File: src/rtl/ru_fault_allocator.sv
// BISR fault allocator: scans a snapshot of the PE fault matrix one
// column per cycle and binds redundant units to faulty columns in order.
module ru_fault_allocator #(
  parameter int ROWS   = 4,
  parameter int COLS   = 4,
  parameter int NUM_RU = 4,
  localparam int CW = $clog2(COLS),
  localparam int SW = (NUM_RU > 1) ? $clog2(NUM_RU) : 1,
  localparam int NW = $clog2(NUM_RU + 1)
) (
  input  logic                 clk,
  input  logic                 rst,
  input  logic                 stw_complete,
  input  logic [ROWS*COLS-1:0] stw_fault_mat,
  output logic [NUM_RU-1:0]    ru_en,
  output logic [CW*NUM_RU-1:0] ru_col_mapping,
  output logic [COLS-1:0]      col_repaired,
  output logic [SW*COLS-1:0]   col_ru_sel,
  output logic [COLS-1:0]      col_faulty,
  output logic                 ru_overflow,
  output logic                 busy,
  output logic                 alloc_done
);

  localparam logic [1:0] S_IDLE = 2'd0;
  localparam logic [1:0] S_SCAN = 2'd1;
  localparam logic [1:0] S_DONE = 2'd2;

  localparam logic [CW-1:0] LAST_COL = CW'(COLS - 1);
  localparam logic [NW-1:0] RU_MAX   = NW'(NUM_RU);

  logic [1:0]                  state_q, state_d;
  logic                        stw_q;
  logic [ROWS*COLS-1:0]        snap_q, snap_d;
  logic [CW-1:0]               col_q, col_d;
  logic [NW-1:0]               nru_q, nru_d;
  logic [NUM_RU-1:0][CW-1:0]   map_q, map_d;
  logic [NUM_RU-1:0]           en_q, en_d;
  logic [COLS-1:0][SW-1:0]     sel_q, sel_d;
  logic [COLS-1:0]             rep_q, rep_d;
  logic [COLS-1:0]             flt_q, flt_d;
  logic                        ovf_q, ovf_d;
  logic                        busy_q, busy_d;
  logic                        done_q, done_d;

  logic                        start;
  logic [COLS-1:0]             col_or;
  logic                        cur_flt;
  logic [SW-1:0]               ru_idx;

  assign start   = stw_complete & ~stw_q;
  assign cur_flt = col_or[col_q];
  assign ru_idx  = nru_q[SW-1:0];

  // Per-column OR of the snapshot across all rows.
  always_comb begin
    col_or = '0;
    for (int c = 0; c < COLS; c++) begin
      for (int r = 0; r < ROWS; r++) begin
        col_or[c] = col_or[c] | snap_q[r*COLS+c];
      end
    end
  end

  // FSM next state and allocation bookkeeping.
  always_comb begin
    state_d = state_q;
    snap_d  = snap_q;
    col_d   = col_q;
    nru_d   = nru_q;
    map_d   = map_q;
    en_d    = en_q;
    sel_d   = sel_q;
    rep_d   = rep_q;
    flt_d   = flt_q;
    ovf_d   = ovf_q;
    busy_d  = busy_q;
    done_d  = done_q;
    unique case (state_q)
      S_IDLE, S_DONE: begin
        if (start) begin
          state_d = S_SCAN;
          snap_d  = stw_fault_mat;
          col_d   = '0;
          nru_d   = '0;
          map_d   = '0;
          en_d    = '0;
          sel_d   = '0;
          rep_d   = '0;
          flt_d   = '0;
          ovf_d   = 1'b0;
          busy_d  = 1'b1;
          done_d  = 1'b0;
        end
      end
      S_SCAN: begin
        flt_d[col_q] = cur_flt;
        if (cur_flt) begin
          if (nru_q < RU_MAX) begin
            map_d[ru_idx] = col_q;
            en_d[ru_idx]  = 1'b1;
            sel_d[col_q]  = ru_idx;
            rep_d[col_q]  = 1'b1;
            nru_d         = nru_q + NW'(1);
          end else begin
            ovf_d = 1'b1;
          end
        end
        col_d = col_q + CW'(1);
        if (col_q == LAST_COL) begin
          state_d = S_DONE;
          col_d   = '0;
          busy_d  = 1'b0;
          done_d  = 1'b1;
        end
      end
      default: begin
        state_d = S_IDLE;
      end
    endcase
  end

  // State registers with asynchronous active-low clear.
  always_ff @(posedge clk or negedge rst) begin
    if (!rst) begin
      state_q <= S_IDLE;
      stw_q   <= 1'b0;
      snap_q  <= '0;
      col_q   <= '0;
      nru_q   <= '0;
      map_q   <= '0;
      en_q    <= '0;
      sel_q   <= '0;
      rep_q   <= '0;
      flt_q   <= '0;
      ovf_q   <= 1'b0;
      busy_q  <= 1'b0;
      done_q  <= 1'b0;
    end else begin
      state_q <= state_d;
      stw_q   <= stw_complete;
      snap_q  <= snap_d;
      col_q   <= col_d;
      nru_q   <= nru_d;
      map_q   <= map_d;
      en_q    <= en_d;
      sel_q   <= sel_d;
      rep_q   <= rep_d;
      flt_q   <= flt_d;
      ovf_q   <= ovf_d;
      busy_q  <= busy_d;
      done_q  <= done_d;
    end
  end

  assign ru_en          = en_q & {NUM_RU{done_q}};
  assign ru_col_mapping = map_q & {(CW*NUM_RU){done_q}};
  assign col_repaired   = rep_q & {COLS{done_q}};
  assign col_ru_sel     = sel_q & {(SW*COLS){done_q}};
  assign col_faulty     = flt_q;
  assign ru_overflow    = ovf_q;
  assign busy           = busy_q;
  assign alloc_done     = done_q;

endmodule

File: config.mk
export PLATFORM = sky130hd
export DESIGN_NAME = ru_fault_allocator
export DESIGN_NICKNAME = d
export VERILOG_FILES = /design/src/rtl/ru_fault_allocator.sv
export SDC_FILE = /design/constraint.sdc
export NUM_CORES = 1
export LEC_CHECK = 0
export CAP_MARGIN = 0
export CORE_MARGIN = 5
export CORE_UTILIZATION = 25
export DETAILED_ROUTE_END_ITERATION = 10
export SLEW_MARGIN = 20
export SYNTH_ARGS = -nofsm -noshare
export SYNTH_HDL_FRONTEND = slang
export SYNTH_SLANG_ARGS = --single-unit
File: constraint.sdc
create_clock -name clk -period 4 [get_ports clk]
set_clock_uncertainty 0.1 [all_clocks]
set_input_delay 0.8 -clock clk [delete_from_list [all_inputs] [get_ports clk]]
set_output_delay 0.8 -clock clk [all_outputs]
set_load 0.1 [all_outputs]
==> results of run 1 <==
cell usage after synthesis (5+ instances only):
cell type / count / area share [%]
dfrtp_1: 55 / 50
o21ai_0: 10 / 1.8
o211ai_1: 11 / 3.0
o32ai_1: 8 / 2.6
clkbuf_1: 7 / 0.96
ha_1: 8 / 3.6
nand2_1: 87 / 12
nand3_1: 9 / 1.6
and2_1: 26 / 5.9
mux2i_1: 12 / 4.4
inv_1: 7 / 0.96
o21a_1: 5 / 1.4
worst reg2reg max path, delay by kind of cell, from the launching register on:
family	cells	cell delay, ps
compound gates	1	440
buf+inv	1	410
fa+ha+maj	1	360
simple gates	1	90
mux	1	240
flops	1	500
power by group through the flow:
stage	clock, W	combinational (W)	sequential [W]
finish	0.000328	0.00151	0.000964
global route	0.000357	0.00164	0.00100
CTS	0.000340	0.00152	0.000968
detailed placement	0	0.00152	0.000978
global placement	0	0.00149	0.000978
floorplan	0	0.00100	0.00111
area by class of cell:
class / instances / area (um^2) / share of cell area, %
Sequential cell: 55 / 1376 / 40.32
Multi-Input combinational cell: 209 / 1276 / 37.39
Timing Repair Buffer: 54 / 460.4 / 13.49
Tap cell: 140 / 175.2 / 5.132
Clock buffer: 6 / 82.58 / 2.419
Inverter: 7 / 26.28 / 0.7698
Clock inverter: 2 / 16.27 / 0.4765
flip-flops by register name (all words and copies together) (netlist names):
register,flops
alloc_done,1
busy,1
col_faulty,4
col_q,2
en_q,4
map_q,8
nru_q,3
rep_q,4
ru_overflow,1
sel_q,8
snap_q,16
state_q,2
stw_q,1
logic make-up (layout without fill, tap and decap cells):
| group | after synthesis | count (layout) | share of synthesized area, % |
|---|---|---|---|
| flip-flops | 55 | 55 | 50.11 |
| buffers and inverters | 23 | 69 | 3.599 |
| AND/OR/NAND/NOR | 136 | 136 | 23.05 |
| adder cells (fa/ha/maj) | 8 | 8 | 3.645 |
| AO/OA/AOI/OAI | 53 | 53 | 15.22 |
| multiplexers | 12 | 12 | 4.374 |
through the flow:
step                cells  utilization (%)  total power [W]  hold slack, ps  instance area (um^2)
floorplan             287                -         0.002108           337.7                  2746
global route          473            31.63         0.002996           404.8                  3413
CTS                   473            31.63         0.002830           380.7                  3413
detailed placement    465            30.71         0.002496           355.9                  3314
finish                473            31.63         0.002799           377.2                  3413
global placement      465            30.71         0.002468           351.8                  3314
per-layer routing:
metal | track usage (%) | vias to the layer above
met5 | 0 | -
met4 | 3.365 | 0
met3 | 2.421 | 6
met2 | 16.76 | 49
met1 | 15.50 | 1052
li1 | - | 1071
final timing paths:
path                            endpoint  cells after the start
setup / recovery           col_faulty[2]                      1
hold / removal                snap_q[12]                      2
setup reg to reg                sel_q[3]                      5
hold reg to reg               snap_q[12]                      2
max in group asynchronous       map_q[2]                      2
min in group asynchronous  col_faulty[3]                      1
cell usage in the layout, fill, tap and decap left out, drive strengths merged, types with 2 or more instances in the layout:
cell	Yosys	final
a21oi	3	3
a32o	4	4
and2	26	26
buf	9	31
clkbuf	7	6
clkdlybuf4s50	0	23
dfrtp	55	55
ha	8	8
inv	7	7
mux2i	12	12
nand2	87	87
nand2b	2	2
nand3	9	9
nor2	2	2
nor3b	2	2
o211ai	11	11
o21a	5	5
o21ai	10	10
o22ai	3	3
o31ai	2	2
o32ai	8	8
==> metrics.yaml, run 1 <==
sta:
  period_share_pct: 68.19
  grt_setup_unrepaired: "no"
  fmax_ghz: 0.3666
  slew_violations: 0
  final.min_clock_period_ps: 2728
  setup-tns-final_ps: 0
  finalWorstSetupSlack_ps: 1272
  setup_viol: 0
  tightest_slew_ps: 984.5
  maxSlewHeadroom_pct: 34.16
  finalHoldViolations: 0
power_and_ir_drop:
  pwr-share-seq_pct: 34.4
  switchingPower_w: 0.001432
  p_per_area_nw_per_um2: 820.0
  p_comb_share_pct: 53.9
  switching_share_pct: 51.15
  leakagePower_nw: 1.539
  ir_drop_mv: 0.3937
  p_int_w: 0.001367
  p_clk_share_pct: 11.7
yosys:
  yosysSeqAreaShare_pct: 50.11
  synth-edff-count: 0
  netlist-cell-type-count: 40
  ys_seq_elements: 55
  syn_area_per_cell_um2: 9.569
  ys_warn_count: 0
  ys_async_sr_fraction_pct: 100.0
  netlist_area_um2: 2746
  synth_fp_nets: 314
  synth_flop_cell: "dfrtp_1"
  synthCells: 287
worst_setup_path:
  crit_family: "buffers and inverters"
  path_cells: "clkdlybuf4s50_1"
  slowest_stage: "clkdlybuf4s50_1"
  cp-startpoint: "col_faulty[2]"
  crit_required_ps: 3100
  crit_fanout: 2
  r2r-start: "col_q[1]"
  rrSetupSlack_ps: 1800
  worstSetupPathType: "reg2out"
  arrival_ps: 1830
  cp-end-kind: "primary output"
  crit_path_start_kind: "flop"
  path_buf_inv: 1
  slowest_delay_ps: 1140
worst_hold_path:
  min-delay-start: "snap_q[12]"
  hp-class: "reg2reg"
clock_network:
  cts_resized: 0
  clk_pin_slew_worst_paths_ps: 100
  clockRootBuffer: "clkbuf_8"
  htreeDepth: 2
  clock_latency_ps: 320
  cts_tree: "yes"
  cts_made_buffers: 5
  postCtsHoldBufs: 0
  post_cts_buffers: 0
  clock_path_buffers: 2
  clock-sinks: 55
floorplanning:
  die_w_um: 114.8
  ios: 50
  row_count: 38
  coreArea_um2: 10790
  start_util_pct: 25.45
  die_h_um: 114.8
  die_area_um2: 13180
routing:
  drt-total-wl_um: 6881
  viasPerCell: 4.605
  dr.pass1.iters: 4
  wl_met1_um: 3171
  drt_first_iter_violations: 171
  via_count: 2178
  antenna_left: 0
  route.detailed.drc: 0
  wl_met2_um: 3308
  highest_layer: "met4"
  route.detailed.wl_per_inst_um: 14.55
  met3WireLength_um: 330
cells_and_area:
  drive_gt1_share_pct: 15.02
  nFillCells: 1125
  antenna_cells: 0
  nets: 359
  area_growth_pct: 24.28
placement:
  numPortBuffers: 49
  globalplace.congestion: 0.8827
  place_hpwl_um: 5004
  dpl_worst_slack_ps: 1028
global_routing:
  track_usage_pct: 10.95
  antenna_found_initial: 0
  overflow: 0
  first_global_vias: 2243
  grt_max_degree: 47
  grt_pass1_wl_um: 11580
flow_run:
  drv_cap: 0
run_status:
  status: "finished, final reports clean"
(Power assumes the default switching activity.)
==> inputs of run 2 (changes only) <==
==> constraint.sdc (replaced) <==
create_clock -name clk -period 2.4 [get_ports clk]
set_clock_uncertainty 0.1 [all_clocks]
set_input_delay 0.48 -clock clk [delete_from_list [all_inputs] [get_ports clk]]
set_output_delay 0.48 -clock clk [all_outputs]
set_load 0.1 [all_outputs]
==> run 2 against run 1 <==
Against the previous run: die area is the same; core utilization grew 3.7 points; register-to-register slack lost 1500 ps; sequential share of layout area shrank 4.2 points; setup slack lost 1100 ps; critical endpoint is now map_q[2].
==> metrics.yaml, run 2 (synthesis results as in run 1) <==
global_routing:
  first_global_vias: 2267
  track_usage_pct: 10.79
  antenna_found_initial: 0
  grt_max_degree: 47
  overflow: 0
  grt_pass1_wl_um: 11410
sta:
  finalHoldViolations: 0
  final.min_clock_period_ps: 2203
  grt_setup_unrepaired: "no"
  slew_violations: 0
  period_share_pct: 91.79
  tightest_slew_ps: 612.2
  fmax_ghz: 0.4540
  maxSlewHeadroom_pct: 59.19
  setup-tns-final_ps: 0
  setup_viol: 0
  hold_slack_ps: 74.85
clock_network:
  cts_made_buffers: 5
  post_cts_buffers: 0
  postCtsHoldBufs: 0
  clk_pin_slew_worst_paths_ps: 90
  htreeDepth: 2
  cts_tree: "yes"
  clockRootBuffer: "clkbuf_8"
  clock_path_buffers: 2
  clock_latency_ps: 300
  clock-sinks: 55
  cts_resized: 0
power_and_ir_drop:
  switchingPower_w: 0.002426
  p_int_w: 0.002538
  p_comb_share_pct: 57.3
  ir_drop_mv: 0.7739
  switching_share_pct: 48.87
  leakagePower_nw: 1.686
  p_clk_share_pct: 11.3
  pwr-share-seq_pct: 31.4
  p_per_area_nw_per_um2: 1301
floorplanning:
  die_h_um: 114.8
  coreArea_um2: 10790
  ios: 50
  start_util_pct: 25.45
  row_count: 38
  die_w_um: 114.8
  die_area_um2: 13180
placement:
  globalplace.congestion: 0.8910
  place_hpwl_um: 5069
  numPortBuffers: 49
routing:
  route.detailed.wl_per_inst_um: 14.53
  route.detailed.drc: 0
  viasPerCell: 4.672
  drt-total-wl_um: 6987
  drt_first_iter_violations: 148
  antenna_left: 0
  dr.pass1.iters: 4
  via_count: 2247
worst_setup_path:
  path_cells: "clkdlybuf4s50_1 > nor3b_2 > o21ai_0 > o32ai_1 > mux2i_1"
  r2r-start: "col_q[0]"
  crit_fanout: 4
  arrival_ps: 2340
  worstSetupPathType: "in2reg"
  slowest_stage: "o32ai_1"
  crit_path_start_kind: "input port"
  cp-end-kind: "flop"
  crit_required_ps: 2530
  slowest_delay_ps: 540
  cp-startpoint: "stw_complete"
cells_and_area:
  reg_top3: "snap_q (16), map_q (8), sel_q (8)"
  drive_gt1_share_pct: 25.51
  final_cell_mix: "nand2_1 (87), dfrtp_1 (55), buf_12 (26), and2_2 (24), buf_4 (18)"
  largest_reg_flops: 16
  nets: 367
  area_growth_pct: 38.91
  antenna_cells: 0
  regMostFlops: "snap_q"
  final_common_cell: "nand2_1"
  final_util_pct: 35.35
flow_run:
  drv_cap: 0
worst_hold_path:
  hp-class: "in2async"
run_status:
  status: "finished, final reports clean"
[run 2: cell types whose count changed in the layout (fill, tap and decap cells not counted), sizes merged]
cell	before	now
clkinvlp	1	0
buf	31	45
clkdlybuf4s50	23	17
clkinv	1	0
clkbuf	6	8
[run 2: cell type report]
class                      count  area [um^2]
multi-input combinational    209         1306
inverter                       7        26.28
clock buffer                   8        100.1
fill                        1061         6978
sequential                    55         1376
tap                          140        175.2
timing repair buffer          62        830.8
[run 2: per-layer routing]
layer  vias to the layer above  routed length, um  global-route usage (%)
met5                         -                  0                       0
met4                         0                116                   4.069
met3                        11                315                   2.211
met2                        59               3212                   15.75
met1                      1084               3342                   15.73
li1                       1093                  -                       -
[run 2: final timing paths]
path | end | slack [ps] | cells past startpoint
min in group clk | snap_q[12] | 370 | 2
max in group asynchronous | col_q[0] | 1550 | 2
hold reg to reg | snap_q[12] | 370 | 2
setup reg to reg | map_q[2] | 280 | 4
hold / removal | ru_overflow | 70 | 1
setup / recovery | map_q[2] | 200 | 5
[run 2: critical path: cells and delay by family]
family,cells,cell delay [ps]
simple gates,1,330
compound gates,2,780
mux,1,240
buf+inv,1,500
[run 2: per-stage QoR]
step	setup slack [ps]	std cells	total power (W)	cell area (um^2)
2_1_floorplan	93.80	287	0.003529	2776
3_3_place_gp	-67.37	473	0.004393	3715
3_5_place_dp	-128.6	473	0.004443	3715
4_1_cts	209.9	481	0.005009	3815
5_1_grt	66.66	481	0.005295	3815
6_report	197.2	481	0.004964	3815
[run 2: power groups by stage]
stage	clock, W	combinational (W)	sequential, W
2_1_floorplan	0	0.00168	0.00185
3_3_place_gp	0	0.00282	0.00158
3_5_place_dp	0	0.00286	0.00158
4_1_cts	0.000576	0.00287	0.00156
5_1_grt	0.000606	0.00307	0.00162
6_report	0.000559	0.00285	0.00156
==> inputs of run 3 (changes only) <==
--- a/config.mk
+++ b/config.mk
@@ -8,6 +8,7 @@
 export CAP_MARGIN = 0
 export CORE_MARGIN = 5
 export CORE_UTILIZATION = 25
+export CTS_BUF_LIST = sky130_fd_sc_hd__clkbuf_8 sky130_fd_sc_hd__clkbuf_16
 export DETAILED_ROUTE_END_ITERATION = 10
 export SLEW_MARGIN = 20
 export SYNTH_ARGS = -nofsm -noshare
==> run 3 against run 2 <==
Against the previous run: cell area unchanged; via count about the same; clock power down 0.7%.
==> metrics.yaml, run 3 (synthesis results as in run 1) <==
routing:
  route.detailed.drc: 0
  antenna_left: 0
  drt-total-wl_um: 6994
  via_count: 2245
  route.detailed.wl_per_inst_um: 14.54
  drt_first_iter_violations: 148
  dr.pass1.iters: 4
  viasPerCell: 4.667
floorplanning:
  start_util_pct: 25.45
  die_w_um: 114.8
  row_count: 38
  coreArea_um2: 10790
  die_area_um2: 13180
  ios: 50
  die_h_um: 114.8
flow_run:
  drv_cap: 0
worst_setup_path:
  cp-end-kind: "flop"
  arrival_ps: 2320
  crit_fanout: 4
  worstSetupPathType: "in2reg"
  crit_path_start_kind: "input port"
  crit_required_ps: 2530
power_and_ir_drop:
  ir_drop_mv: 0.7743
  leakagePower_nw: 1.690
  p_per_area_nw_per_um2: 1301
  total_power_w: 0.004963
global_routing:
  grt_pass1_wl_um: 11410
  grt_max_degree: 47
  antenna_found_initial: 0
  first_global_vias: 2267
  track_usage_pct: 10.79
  overflow: 0
clock_network:
  cts_made_buffers: 5
  clock_latency_ps: 300
  clockRootBuffer: "clkbuf_8"
  clock_path_buffers: 2
  htreeDepth: 2
  postCtsHoldBufs: 0
  clk_pin_slew_worst_paths_ps: 90
  clock-sinks: 55
  cts_resized: 0
  post_cts_buffers: 0
  cts_tree: "yes"
cells_and_area:
  reg_top3: "snap_q (16), map_q (8), sel_q (8)"
  design_area_um2: 3815
  final_cell_mix: "nand2_1 (87), dfrtp_1 (55), buf_12 (26), and2_2 (24), buf_4 (18)"
  nFillCells: 1061
  antenna_cells: 0
  area_growth_pct: 38.91
  largest_reg_flops: 16
  nets: 367
  regMostFlops: "snap_q"
  final_common_cell: "nand2_1"
  drive_gt1_share_pct: 25.51
run_status:
  status: "finished, final reports clean"
sta:
  setup_viol: 0
  slew_violations: 0
  grt_setup_unrepaired: "no"
  finalHoldViolations: 0
  maxSlewHeadroom_pct: 59.19
  final.min_clock_period_ps: 2186
  fmax_ghz: 0.4574
  tightest_slew_ps: 612.2
  period_share_pct: 91.09
placement:
  place_hpwl_um: 5069
  globalplace.congestion: 0.8910
  placed_area_um2: 3715
  numPortBuffers: 49
worst_hold_path:
  hp-class: "in2async"
==> run 3: cell count changes in the layout (fill, tap and decap cells not counted), sizes merged <==
cell / change
clkbuf: -1
inv: +1
==> run 3: cell type report <==
cell class	instances	area, um^2	area share [%]
Sequential cell	55	1376	36.08
Multi-Input combinational cell	209	1306	34.24
Timing Repair Buffer	62	830.8	21.78
Tap cell	140	175.2	4.592
Clock buffer	7	96.34	2.525
Inverter	7	26.28	0.6888
Clock inverter	1	3.754	0.09839
==> run 3: where the power goes <==
group | internal [W] | switching, W | leakage [nW] | total [W]
Clock | 0.000260 | 0.000295 | 0.0557 | 0.000555
Combinational | 0.000979 | 0.00187 | 0.922 | 0.00285
Sequential | 0.00130 | 0.000265 | 0.713 | 0.00156
==> run 3: path summary, 6_finish.rpt <==
check                             start           to  slack, ps  cells past startpoint
min                                 rst  ru_overflow         70                      1
min reg2reg                  snap_q[12]   snap_q[12]        370                      2
min in group clk             snap_q[12]   snap_q[12]        370                      2
max reg2reg                    col_q[0]     map_q[2]        290                      4
max                        stw_complete     map_q[2]        210                      5
max in group asynchronous           rst     col_q[0]       1550                      2
==> run 3: per-layer routing <==
layer	wire (um)	vias up	track usage, %
met5	0	-	0
li1	-	1092	-
met2	3210	62	15.75
met1	3338	1080	15.73
met3	329	11	2.211
met4	116	0	4.069
==> run 3: stage by stage <==
step | util (%) | std cells | TNS, ps | hold slack, ps | setup slack, ps
6_report | 35.35 | 481 | 0 | 74.79 | 213.8
3_5_place_dp | 34.42 | 473 | -412.5 | 357.5 | -128.6
3_3_place_gp | 34.42 | 473 | -129.3 | 352.1 | -67.37
2_1_floorplan | - | 287 | 0 | 84.41 | 93.80
5_1_grt | 35.35 | 481 | 0 | 122.0 | 67.12
4_1_cts | 35.35 | 481 | 0 | 96.25 | 210.1
==> run 3: critical path, cell delays in order <==
cell and delay, ps:
clkdlybuf4s50_1 500, nor3b_2 320, o21ai_0 230, o32ai_1 540, mux2i_1 240
